### config.mk
export PLATFORM = sky130hd
export DESIGN_NAME = memory8x8_fsm_flat
export DESIGN_NICKNAME = d
export VERILOG_FILES = /design/src/rtl/memory8x8_fsm_pkg.sv /design/src/rtl/memory8x8_fsm_if.sv /design/src/rtl/memory8x8_fsm_ctrl.sv /design/src/rtl/memory8x8_fsm.sv /design/src/flat_wrapper.sv
export SDC_FILE = /design/constraint.sdc
export NUM_CORES = 1
export LEC_CHECK = 0
export ABC_AREA = 1
export CAP_MARGIN = 25
export CORE_MARGIN = 2
export CORE_UTILIZATION = 63
export DETAILED_ROUTE_END_ITERATION = 16
export GPL_TIMING_DRIVEN = 0
export PLACE_DENSITY = 0.88
export SYNTH_ARGS = -nofsm -noshare
export SYNTH_HDL_FRONTEND = slang
export SYNTH_SLANG_ARGS = --single-unit
### constraint.sdc
create_clock -name clk -period 5 [get_ports clk]
set_clock_uncertainty 0.2 [all_clocks]
set_input_delay 1 -clock clk [delete_from_list [all_inputs] [get_ports clk]]
set_output_delay 1 -clock clk [all_outputs]
set_load 0.05 [all_outputs]
### src/rtl/memory8x8_fsm_pkg.sv
// Shared types and default sizes for the 8x8 register-file memory and its control FSM.
package memory8x8_fsm_pkg;

    localparam int DATA_WIDTH = 8;
    localparam int ADDR_WIDTH = 3;

    typedef enum logic [1:0] {
        IDLE  = 2'b00,
        WRITE = 2'b01,
        READ  = 2'b10
    } fsm_state_t;

endpackage

### src/rtl/memory8x8_fsm_if.sv
// Host-side bus of the memory: operation request, address/data and the FSM strobes.
interface memory8x8_fsm_if #(
    parameter int DATA_WIDTH = memory8x8_fsm_pkg::DATA_WIDTH,
    parameter int ADDR_WIDTH = memory8x8_fsm_pkg::ADDR_WIDTH
);
    // Level handshake: selFSM/op are sampled every rising edge; valid/rw are
    // the resulting Moore strobes, and data_out is mem[address] at all times.
    logic                  selFSM;
    logic                  op;
    logic [ADDR_WIDTH-1:0] address;
    logic [DATA_WIDTH-1:0] data_in;
    logic [DATA_WIDTH-1:0] data_out;
    logic                  valid;
    logic                  rw;

    modport master (
        output selFSM, op, address, data_in,
        input  data_out, valid, rw
    );

    modport slave (
        input  selFSM, op, address, data_in,
        output data_out, valid, rw
    );
endinterface

### src/rtl/memory8x8_fsm_ctrl.sv
// Control FSM: maps the level request (sel, op) to registered Moore strobes valid/rw.
module memory8x8_fsm_ctrl
    import memory8x8_fsm_pkg::*;
(
    input  logic       clk,
    input  logic       rst,
    input  logic       sel,
    input  logic       op,
    output logic       valid,
    output logic       rw,
    output fsm_state_t state
);

    fsm_state_t state_q;
    fsm_state_t state_d;

    always_ff @(posedge clk or posedge rst) begin
        if (rst) begin
            state_q <= IDLE;
        end else begin
            state_q <= state_d;
        end
    end

    // Every state is left on every edge; the request alone picks the next one.
    always_comb begin
        state_d = IDLE;
        if (sel) begin
            state_d = op ? WRITE : READ;
        end
    end

    always_comb begin
        valid = 1'b0;
        rw    = 1'b0;
        case (state_q)
            WRITE: begin
                valid = 1'b1;
                rw    = 1'b1;
            end
            READ: begin
                valid = 1'b1;
                rw    = 1'b0;
            end
            default: begin
                valid = 1'b0;
                rw    = 1'b0;
            end
        endcase
    end

    assign state = state_q;

endmodule

### src/rtl/memory8x8_fsm.sv
// Register-file memory with synchronous write (in WRITE state) and asynchronous read.
module memory8x8_fsm #(
    parameter int DATA_WIDTH = memory8x8_fsm_pkg::DATA_WIDTH,
    parameter int ADDR_WIDTH = memory8x8_fsm_pkg::ADDR_WIDTH
) (
    input  logic                          clk,
    input  logic                          rst,
    memory8x8_fsm_if.slave                bus,
    output memory8x8_fsm_pkg::fsm_state_t dbg_state
);
    import memory8x8_fsm_pkg::*;

    localparam int DEPTH = 2 ** ADDR_WIDTH;

    logic                  valid;
    logic                  rw;
    logic                  wr_en;
    fsm_state_t            state;
    logic [DATA_WIDTH-1:0] mem_q [DEPTH];
    logic [DATA_WIDTH-1:0] mem_d [DEPTH];

    memory8x8_fsm_ctrl u_ctrl (
        .clk   (clk),
        .rst   (rst),
        .sel   (bus.selFSM),
        .op    (bus.op),
        .valid (valid),
        .rw    (rw),
        .state (state)
    );

    // The write uses the address/data present at the edge that ends the WRITE cycle.
    assign wr_en = valid & rw;

    always_comb begin
        mem_d = mem_q;
        if (wr_en) begin
            mem_d[bus.address] = bus.data_in;
        end
    end

    always_ff @(posedge clk or posedge rst) begin
        if (rst) begin
            for (int i = 0; i < DEPTH; i++) begin
                mem_q[i] <= '0;
            end
        end else begin
            mem_q <= mem_d;
        end
    end

    assign bus.data_out = mem_q[bus.address];
    assign bus.valid    = valid;
    assign bus.rw       = rw;
    assign dbg_state    = state;

endmodule

### src/flat_wrapper.sv
// flat-port wrapper written by rule: the top's interface ports become plain ports
module memory8x8_fsm_flat import memory8x8_fsm_pkg::*;
#(
    parameter int DATA_WIDTH = memory8x8_fsm_pkg::DATA_WIDTH,
    parameter int ADDR_WIDTH = memory8x8_fsm_pkg::ADDR_WIDTH
)
  (clk, rst, dbg_state, bus_selFSM, bus_op, bus_address, bus_data_in, bus_data_out, bus_valid, bus_rw);
  memory8x8_fsm_if #(.DATA_WIDTH(DATA_WIDTH), .ADDR_WIDTH(ADDR_WIDTH)) bus_i ();
  input  logic clk;
  input  logic rst;
  output memory8x8_fsm_pkg::fsm_state_t dbg_state;
  input wire logic [$bits(bus_i.selFSM)-1:0] bus_selFSM;
  input wire logic [$bits(bus_i.op)-1:0] bus_op;
  input wire logic [$bits(bus_i.address)-1:0] bus_address;
  input wire logic [$bits(bus_i.data_in)-1:0] bus_data_in;
  output wire logic [$bits(bus_i.data_out)-1:0] bus_data_out;
  output wire logic [$bits(bus_i.valid)-1:0] bus_valid;
  output wire logic [$bits(bus_i.rw)-1:0] bus_rw;
  assign bus_i.selFSM = bus_selFSM;
  assign bus_i.op = bus_op;
  assign bus_i.address = bus_address;
  assign bus_i.data_in = bus_data_in;
  assign bus_data_out = bus_i.data_out;
  assign bus_valid = bus_i.valid;
  assign bus_rw = bus_i.rw;
  memory8x8_fsm #(.DATA_WIDTH(DATA_WIDTH), .ADDR_WIDTH(ADDR_WIDTH)) u_core (.clk(clk), .rst(rst), .bus(bus_i), .dbg_state(dbg_state));
endmodule
==> flow_summary.json <==
{
  "worstPathCellList": "clkdlybuf4s50_1 > inv_2 > nor2_4 > nand3_1 > nand2_1 > inv_1 > nand2_1 > clkdlybuf4s50_1",
  "setup_viol": 0,
  "clockRootBuffer": "clkbuf_8",
  "required_ns": 3.80,
  "cts_resized": 0,
  "cts_setup_buffers": 0,
  "ioPinCount": 27,
  "cts_tree": "yes",
  "synth_nets": 461,
  "grt.total_usage_pct": 28.4,
  "finalMaxSlewViolations": 0,
  "clock_latency_ns": 0.34,
  "r2r_end": "u_core.mem_q[56]$_DFFE_PP0P_",
  "h-tree-depth": 3,
  "cts_num_sinks": 66,
  "postCtsHoldBufs": 0,
  "dr.pass1.iters": 5,
  "critical-path-top-delay-family": "buffers and inverters",
  "yosysUniqueCellTypes": 18,
  "cts_inserted_buffers": 9,
  "drc": 0,
  "antenna_found_initial": 0,
  "hpwl_um": 5500,
  "relSlewSlack_pct": 54.3,
  "whs_endpoint": "u_core.mem_q[20]$_DFFE_PP0P_",
  "dp_slack_ns": 0.640,
  "synthCells": 445,
  "min_path_type": "flop to flop",
  "die-area_um2": 6120,
  "worst_path_largest_cell_delay_ns": 0.79,
  "synth_seq_cells": 66,
  "vdd_drop_max_mv": 0.174,
  "synth_top_area_share_pct": 47.6,
  "grt_pass1_vias": 2668,
  "fin_ws_ns": 0.623,
  "syn_to_final_growth_pct": 15.3,
  "path_buf_inv": 4,
  "wl_per_cell_um": 14.4,
  "rsz0062_at_grt": "false",
  "leakagePower_nw": 2.16,
  "critical_path_class": "primary input to output pin",
  "end_kind": "output pin",
  "synth_top_cell_by_area": "dfrtp_1",
  "whs_path_depth": 2,
  "initialDrtViolationCount": 321,
  "status": "complete, no violations",
  "wl_um": 8060,
  "report.final.hold_viol_count": 0,
  "yosysSeqAreaShare_pct": 47.6,
  "critPathSlowestCell": "clkdlybuf4s50_1",
  "tightest_slew_ns": 0.685,
  "r2r_slack_ns": 3.21,
  "num_vias": 2898,
  "diodes": 0,
  "grt_pass1_wl_um": 13000,
  "hold_path_startpoint": "u_core.mem_q[20]$_DFFE_PP0P_",
  "nets": 498,
  "final_util_pct": 74.0,
  "p_per_area_nw_per_um2": 369,
  "finalCritPeriodShare_pct": 87.5,
  "syn_area_um2": 3470,
  "clock.fmax_ghz": 0.228,
  "clk_pin_slew_ns": 0.06,
  "yosysWarnings": 0,
  "reg2reg_from": "u_core.u_ctrl.state[1]$_DFF_PP0_",
  "fin_crit_ns": 4.38,
  "critPathMaxFanout": 10,
  "core_um2": 5410,
  "avgSynthCellArea_um2": 7.80,
  "cp_data_arrival_time_ns": 3.18,
  "synth_area_leaders": "dfrtp_1, nand2_1, inv_1",
  "grt_max_degree": 37,
  "grt_overflow_total": 0,
  "portBuffers": 25,
  "tns_ns": 0,
  "initial_utilization_pct": 64.2,
  "routabilityCongestion": 0.860,
  "drv_cap": 0,
  "clockBufferDepth": 2,
  "die_h_um": 78.2,
  "reg2reg_depth": 8,
  "num_rows": 27,
  "via_per_inst": 5.19,
  "ant_nets": 0,
  "p_total_w": 0.00148,
  "fp.dieW_um": 78.2,
  "drive_gt1_share_pct": 17.5,
  "worst_setup_path_start_kind": "primary input"
}
how the worst max path moves through the flow:
stage / cells past startpoint / slack (ns) / from / to
floorplan: 8 / 1.87 / bus_address[0] / bus_data_out[2]
global placement: 8 / 0.64 / bus_address[1] / bus_data_out[6]
detailed placement: 8 / 0.64 / bus_address[2] / bus_data_out[3]
CTS: 8 / 0.63 / bus_address[2] / bus_data_out[3]
global route: 8 / 0.54 / bus_address[2] / bus_data_out[3]
finish: 8 / 0.62 / bus_address[2] / bus_data_out[3]
per-layer routing:
metal	part of all wire, %	routed length, um	track usage, %	vias up
li1	-	-	-	1409
met4	4.1	327	16.7	0
met3	6.8	547	4.48	24
met2	47	3820	43.9	126
met5	0	0	0	-
met1	42	3370	38.2	1339
logic make-up (layout without fill, tap and decap cells):
group                      after synthesis  after routing  synth area share [%]
and+or+nand+nor                        200            200                  25.7
buffers and inverters                  114            155                  13.6
DFF                                     66             66                  47.6
AOI/OAI and AO/OA                       64             64                  12.7
adders and majority gates                1              1                 0.360
worst reg2reg max path: cells and delay by family, from the launching register on:
kind | cells | cell delay (ns)
AO/OA/AOI/OAI | 1 | 0.07
adder cells (fa/ha/maj) | 1 | 0.19
buffers and inverters | 3 | 0.35
flip-flops | 1 | 0.38
AND/OR/NAND/NOR | 3 | 0.46
Yosys cell counts (all sizes together):
cell type,count
nor2,6
buf,12
nand3,32
dfrtp,66
nand2,162
ha,1
o21ai,64
inv,99
clkbuf,3
through the flow:
stage | hold slack [ns] | area [um^2] | cells
after floorplan | 0.253 | 3470 | 445
after global placement | 0.264 | 3810 | 542
after CTS | 0.285 | 4000 | 558
after global routing | 0.299 | 4000 | 558
final | 0.280 | 4000 | 558
after detailed placement | 0.268 | 3830 | 543
power by group:
part / total, W / internal, W / switching, W / leakage [nW]
clock: 0.000396 / 0.000202 / 0.000194 / 0.0920
sequential: 0.000707 / 0.000648 / 0.0000591 / 0.835
combinational: 0.000376 / 0.000142 / 0.000234 / 1.23
cell usage in the layout (no fill, tap or decap), drive strengths merged:
cell type      synthesis  routed
clkbuf                 3      15
nand3                 32      32
clkdlybuf4s50          0      25
nor2                   6       6
dfrtp                 66      66
inv                   99      99
ha                     1       1
o21ai                 64      64
nand2                162     162
clkinv                 0       3
buf                   12      13
flip-flops by register name, summed over array words and instances (netlist names):
name / flops
u_core.u_ctrl.state: 2
u_core.mem_q: 64
cell type report:
cell class,count,area [um^2]
Multi-Input combinational cell,265,1350
Sequential cell,66,1650
Timing Repair Buffer,26,270
Tap cell,72,90.1
Clock buffer,12,155
Inverter,99,374
Buffer,15,98.8
Clock inverter,3,15.0
Fill cell,394,1400
(Power assumes the default switching activity.)
